$ cat src/rtl/display_pkg.sv
// Shared types and constants for the four-digit multiplexed 7-segment scanner.
package display_pkg;

    localparam int         NUM_DIGITS = 4;
    localparam logic [3:0] ANODES_OFF = 4'b1111;

    typedef logic [1:0] slot_t;

    // Active-low one-hot anode for a lit slot.
    function automatic logic [3:0] anode_sel(input slot_t s);
        anode_sel = ~(4'b0001 << s);
    endfunction

    function automatic logic [3:0] nibble_sel(input logic [15:0] v, input slot_t s);
        nibble_sel = v[{s, 2'b00} +: 4];
    endfunction

endpackage

$ cat src/rtl/display_scan_if.sv
// Interface between the display scanner and its host/decoder side.
interface display_scan_if;
    import display_pkg::*;

    logic        load;
    logic [15:0] value;
    logic [3:0]  digit_en;
    logic [3:0]  display_data;
    logic [3:0]  an;
    logic        blank;
    slot_t       slot;
    logic        frame_done;

    modport master (
        output load, value, digit_en,
        input  display_data, an, blank, slot, frame_done
    );

    modport slave (
        input  load, value, digit_en,
        output display_data, an, blank, slot, frame_done
    );

endinterface

$ cat src/rtl/display_scan_tick_gen.sv
// Slot timebase: counts clocks per digit slot, flags the last clock (tick) and
// whether the upcoming cycle falls inside the anode dead window.
module scan_tick_gen #(
    parameter int TICK_DIV    = 100000,
    parameter int DEAD_CYCLES = 1000
) (
    input  logic clk,
    input  logic rst_n,
    output logic tick,
    output logic in_dead
);

    localparam int             CW   = (TICK_DIV > 2) ? $clog2(TICK_DIV) : 1;
    localparam logic [CW-1:0]  LAST = CW'(TICK_DIV - 1);
    localparam logic [CW-1:0]  DEAD = CW'(DEAD_CYCLES);

    logic [CW-1:0] cnt_r;
    logic [CW-1:0] cnt_nxt_s;

    // Next count and tick; in_dead refers to the next count so the top can register outputs from it.
    always_comb begin
        tick      = (cnt_r == LAST);
        cnt_nxt_s = cnt_r;
        if (tick) begin
            cnt_nxt_s = '0;
        end else begin
            cnt_nxt_s = cnt_r + CW'(1);
        end
        in_dead = (cnt_nxt_s < DEAD);
    end

    // Slot counter register.
    always_ff @(posedge clk or negedge rst_n) begin
        if (!rst_n) begin
            cnt_r <= '0;
        end else begin
            cnt_r <= cnt_nxt_s;
        end
    end

endmodule

$ cat src/rtl/display_scan.sv
// Four-digit common-anode display scanner with frame-synchronous value update.
// Optional leading-zero blanking when DISPLAY_SCAN_LZB_EN is defined.
module display_scan
    import display_pkg::*;
#(
    parameter int TICK_DIV    = 100000,
    parameter int DEAD_CYCLES = 1000
) (
    input  logic           clk,
    input  logic           rst_n,
    display_scan_if.slave  bus
);

    logic        tick_s;
    logic        in_dead_s;
    logic        boundary_s;
    slot_t       slot_r;
    slot_t       slot_nxt_s;
    logic [15:0] active_r;
    logic [15:0] active_nxt_s;
    logic [15:0] pending_r;
    logic [15:0] pending_nxt_s;
    logic        pend_v_r;
    logic        pend_v_nxt_s;
    logic [3:0]  lz_dark_s;
    logic        dark_s;

    scan_tick_gen #(
        .TICK_DIV    (TICK_DIV),
        .DEAD_CYCLES (DEAD_CYCLES)
    ) u_tick (
        .clk     (clk),
        .rst_n   (rst_n),
        .tick    (tick_s),
        .in_dead (in_dead_s)
    );

    // Slot advance and double-buffered value update; a load on the boundary bypasses pending.
    always_comb begin
        slot_nxt_s    = slot_r;
        active_nxt_s  = active_r;
        pending_nxt_s = pending_r;
        pend_v_nxt_s  = pend_v_r;
        boundary_s    = tick_s && (slot_r == 2'd3);
        if (tick_s) begin
            slot_nxt_s = slot_r + 2'd1;
        end else begin
            slot_nxt_s = slot_r;
        end
        if (boundary_s && bus.load) begin
            active_nxt_s  = bus.value;
            pending_nxt_s = bus.value;
            pend_v_nxt_s  = 1'b0;
        end else if (bus.load) begin
            pending_nxt_s = bus.value;
            pend_v_nxt_s  = 1'b1;
        end else if (boundary_s && pend_v_r) begin
            active_nxt_s = pending_r;
            pend_v_nxt_s = 1'b0;
        end else begin
            pend_v_nxt_s = pend_v_r;
        end
    end

    // Dark decision for the upcoming cycle; digit 0 is never leading-zero blanked.
    always_comb begin
`ifdef DISPLAY_SCAN_LZB_EN
        lz_dark_s = {(active_nxt_s[15:12] == 4'h0),
                     (active_nxt_s[15:8]  == 8'h00),
                     (active_nxt_s[15:4]  == 12'h000),
                     1'b0};
`else
        lz_dark_s = 4'b0000;
`endif
        dark_s = in_dead_s || !bus.digit_en[slot_nxt_s] || lz_dark_s[slot_nxt_s];
    end

    // State and output registers; outputs are built from next-state so they move together.
    always_ff @(posedge clk or negedge rst_n) begin
        if (!rst_n) begin
            slot_r           <= 2'd0;
            active_r         <= 16'h0000;
            pending_r        <= 16'h0000;
            pend_v_r         <= 1'b0;
            bus.an           <= ANODES_OFF;
            bus.display_data <= 4'h0;
            bus.blank        <= 1'b1;
            bus.frame_done   <= 1'b0;
        end else begin
            slot_r           <= slot_nxt_s;
            active_r         <= active_nxt_s;
            pending_r        <= pending_nxt_s;
            pend_v_r         <= pend_v_nxt_s;
            bus.an           <= dark_s ? ANODES_OFF : anode_sel(slot_nxt_s);
            bus.display_data <= nibble_sel(active_nxt_s, slot_nxt_s);
            bus.blank        <= dark_s;
            bus.frame_done   <= boundary_s;
        end
    end

    assign bus.slot = slot_r;

endmodule

$ cat src/flat_wrapper.sv
// flat-port wrapper written by rule: the top's interface ports become plain ports
module display_scan_flat import display_pkg::*;
#(
    parameter int TICK_DIV    = 100000,
    parameter int DEAD_CYCLES = 1000
)
  (clk, rst_n, bus_load, bus_value, bus_digit_en, bus_display_data, bus_an, bus_blank, bus_slot, bus_frame_done);
  display_scan_if bus_i ();
  input  logic clk;
  input  logic rst_n;
  input wire logic [$bits(bus_i.load)-1:0] bus_load;
  input wire logic [$bits(bus_i.value)-1:0] bus_value;
  input wire logic [$bits(bus_i.digit_en)-1:0] bus_digit_en;
  output wire logic [$bits(bus_i.display_data)-1:0] bus_display_data;
  output wire logic [$bits(bus_i.an)-1:0] bus_an;
  output wire logic [$bits(bus_i.blank)-1:0] bus_blank;
  output wire logic [$bits(bus_i.slot)-1:0] bus_slot;
  output wire logic [$bits(bus_i.frame_done)-1:0] bus_frame_done;
  assign bus_i.load = bus_load;
  assign bus_i.value = bus_value;
  assign bus_i.digit_en = bus_digit_en;
  assign bus_display_data = bus_i.display_data;
  assign bus_an = bus_i.an;
  assign bus_blank = bus_i.blank;
  assign bus_slot = bus_i.slot;
  assign bus_frame_done = bus_i.frame_done;
  display_scan #(.TICK_DIV(TICK_DIV), .DEAD_CYCLES(DEAD_CYCLES)) u_core (.clk(clk), .rst_n(rst_n), .bus(bus_i));
endmodule
$ cat config.mk
export PLATFORM = sky130hd
export DESIGN_NAME = display_scan_flat
export DESIGN_NICKNAME = d
export VERILOG_FILES = /design/src/rtl/display_pkg.sv /design/src/rtl/display_scan_if.sv /design/src/rtl/display_scan_tick_gen.sv /design/src/rtl/display_scan.sv /design/src/flat_wrapper.sv
export SDC_FILE = /design/constraint.sdc
export NUM_CORES = 1
export LEC_CHECK = 0
export BUFFER_PORTS_ARGS = -buffer_cell sky130_fd_sc_hd__buf_4
export CAP_MARGIN = 20
export CELL_PAD_IN_SITES_DETAIL_PLACEMENT = 1
export CELL_PAD_IN_SITES_GLOBAL_PLACEMENT = 1
export CORE_ASPECT_RATIO = 0.8
export CORE_MARGIN = 2
export CORE_UTILIZATION = 40
export DETAILED_ROUTE_END_ITERATION = 8
export GPL_TIMING_DRIVEN = 0
export PLACE_DENSITY_LB_ADDON = 0.3
export SETUP_SLACK_MARGIN = 0.05
export SYNTH_ARGS = -nofsm -noshare
export SYNTH_HDL_FRONTEND = slang
export SYNTH_SLANG_ARGS = --single-unit
$ cat constraint.sdc
create_clock -name clk -period 2.7 [get_ports clk]
set_input_delay 0.675 -clock clk [delete_from_list [all_inputs] [get_ports clk]]
set_output_delay 0.675 -clock clk [all_outputs]
set_load 0.1 [all_outputs]
==> reports/results.ini <==
[cts]
insertion_delay_ps=350
clockBufferDepth=2
hold_buffers=0
numCtsBuffers=9
h-tree-depth=3
cts.sinks=62
tritoncts=yes
clkTransAtPathRegs_ps=70
clockRootBuffer=clkbuf_8

[cells_and_area]
design_area_um2=4068
regArea_um2=1563
drive_gt1_share_pct=29.74
fillers=897
utilization_pct=51.19
multiInputGateArea_um2=1659
stdcell_count=498
num_antenna_cells=0
area_growth_pct=23.61
nets=410

[critical_path]
path_class=reg2reg
cp_max_fo=5
crit_path_end_kind=register
max_stage_delay_ps=550
cp_top_family=simple AND/OR/NAND/NOR gates
worstPathArrival_ps=2840
crit_chain=or4_4 -> nor3b_4 -> and3_4 -> buf_12 -> mux2i_2 -> a31oi_1 -> or4_1
worstPathRequired_ps=2920
crit_buf_inv=1
critPathSlowestCell=or4_4
cp-start-kind=register

[routing]
ant_nets=0
top_layer=met4
route.vias.total=2811
wl_met2_mm=4.244
drt-wirelength-per-cell_um=19.10
wl_met3_um=480
vias_per_cell=5.645
drt-met1-wl_mm=4.653
drt_wl_total_mm=9.511
route.detailed.drc=0
first_pass_iters=4
drtIter0Drc=155

[synthesis]
async_flop_share_pct=100.0
synth_edf_count=0
synth_cells=333
syn_area_um2=3291
ys.flop_type=dfrtp_1
ys_ff_latch=62
syn_area_per_cell_um2=9.882
synth_nets=358
synth_cell_types=57
seq_area_frac_synth_pct=47.34
yosysWarnings=0

[sta]
setup_violations=0
clock.fmax_mhz=381.0
tightest_slew_ps=811.2
rsz0062_at_grt=true
relSlewSlack_pct=45.92
slew_violations=0
fin_worst_skew_ps=6.602
period_minus_slack_ps=2625
finalCritPeriodShare_pct=97.21
hold_ws_ps=411.0
hold_viol=0
fin_setup_tns_ps=0

[global_route]
overflow=0
antenna_found_initial=0
grt.total_usage_pct=21.91
grt_pass1_wl_mm=15.24
grt_max_degree=63
grt_pass1_vias=2874

[hold_path]
hp-class=in2async

[place]
place.gp.congestion=0.7782
dp_hpwl_mm=6.283
place_area_um2=3676
placed_cells=474
io_buffer_count=33

[run_status]
status=completed

[power_and_ir_drop]
power.leakage_nw=1.738
vdd_drop_max_uv=249.6
powerDensity_nw_per_um2=462.1

[die]
die-height_um=85.13
start_util_pct=41.41
placementRows=29
core_um2=7946
fp.dieW_um=105.4
io_pins=35
die_area_um2=8973

[run]
maxCapViolCount=0

==> per-stage QoR <==
step                worst slack, ps  power [mW]
detailed placement           -268.9       1.100
global route                  16.27       1.947
CTS                           52.83       1.896
floorplan                     220.3       1.034
finish                        75.37       1.880
global placement             -261.6       1.095
==> per-layer routing <==
layer | GRT usage (%) | up-vias
met1 | 31.39 | 1420
li1 | - | 1313
met3 | 5.300 | 12
met2 | 33.20 | 66
met4 | 6.182 | 0
met5 | 0 | -
==> state kept, by name (all words and copies together) (netlist names), 2 cells and up <==
name                     count
u_core.pending_r            16
u_core.bus.display_data      4
u_core.bus.slot              2
u_core.active_r             16
u_core.bus.an                4
u_core.u_tick.cnt_r         17
==> cells by family (layout without fill, tap and decap cells) <==
group	after synthesis	in the layout	synth area share, %
compound gates	61	61	13.08
flops	62	62	47.34
xor+xnor	18	18	4.791
simple gates	137	137	22.36
buf+inv	35	92	5.779
fa+ha+maj	2	2	0.7603
mux	18	18	5.894
==> layout by cell type (no fill, tap or decap), types with 4 or more instances in the layout <==
cell type,instances
a21oi_1,9
a31oi_1,16
a32oi_1,6
buf_4,40
clkbuf_1,5
clkbuf_4,4
clkbuf_8,11
dfrtp_1,53
dfrtp_2,4
dfstp_2,5
inv_1,18
mux2_2,11
mux2i_1,5
nand2_1,27
nand3_1,29
nand4_1,5
nor2_1,32
nor3_1,8
o21ai_0,6
o22ai_1,5
or4_1,4
xnor2_1,12
xor2_1,6
==> timing repair <==
action                     4_1_cts  5_1_grt
pin swaps                        1        6
gates resized for setup         12       14
cloned                           0        1
setup buffers                    4        3
setup endpoints to repair        9       14
==> final cells by class <==
class / count / share of cell area (%)
clock buffer: 12 / 3.322
buffer: 17 / 3.322
timing repair buffer: 41 / 7.998
clock inverter: 4 / 1.169
multi-input combinational: 236 / 40.79
sequential: 62 / 38.42
inverter: 18 / 1.661
tap: 108 / 3.322
==> path summary, 6_finish.rpt <==
path / endpoint / depth (start not counted) / start / slack (ps)
worst max-delay path: u_core.bus.display_data[1] / 7 / u_core.u_tick.cnt_r[8] / 80
worst min-delay path: u_core.u_tick.cnt_r[4] / 1 / rst_n / 410
worst max register to register: u_core.bus.display_data[1] / 7 / u_core.u_tick.cnt_r[8] / 80
worst min register to register: u_core.u_tick.cnt_r[0] / 1 / u_core.u_tick.cnt_r[0] / 510
max in group asynchronous: u_core.bus.slot[1] / 1 / rst_n / 1700
min in group clk: u_core.u_tick.cnt_r[0] / 1 / u_core.u_tick.cnt_r[0] / 510
==> cells in the mapped netlist (all sizes together) (2+ instances only) <==
master | n | share of area [%]
nor4 | 5 | 0.95
nor3 | 9 | 1.4
xnor2 | 12 | 3.2
nand2 | 27 | 3.1
buf | 8 | 1.5
nor2 | 33 | 4.0
nand3 | 31 | 5.1
nor2b | 3 | 0.80
mux2i | 7 | 2.1
dfrtp | 57 | 43
a32oi | 6 | 1.6
or3b | 4 | 1.1
xor2 | 6 | 1.6
and3 | 3 | 0.61
clkbuf | 8 | 1.9
or4 | 6 | 1.6
ha | 2 | 0.76
o21ai | 6 | 0.91
inv | 18 | 2.1
or3 | 2 | 0.38
a211o | 2 | 0.53
nand4 | 5 | 0.95
a221oi | 2 | 0.72
a211oi | 3 | 0.68
mux2 | 11 | 3.8
o22ai | 5 | 0.95
a31oi | 19 | 4.1
nor3b | 3 | 0.84
dfstp | 5 | 4.0
and2 | 2 | 0.38
a21oi | 11 | 1.7
==> power breakdown <==
| part | internal [mW] | switching (mW) |
|---|---|---|
| combinational | 0.0494 | 0.0654 |
| clock | 0.424 | 0.373 |
| sequential | 0.954 | 0.0141 |
==> worst reg2reg max path: cells and delay by family, from the launching register on <==
| family | cells | cell delay [ps] |
|---|---|---|
| buffers and inverters | 1 | 130 |
| AO/OA/AOI/OAI | 1 | 140 |
| flip-flops | 1 | 420 |
| multiplexers | 1 | 240 |
| AND/OR/NAND/NOR | 4 | 1560 |
Note: power is estimated with default switching activity, not from simulation.
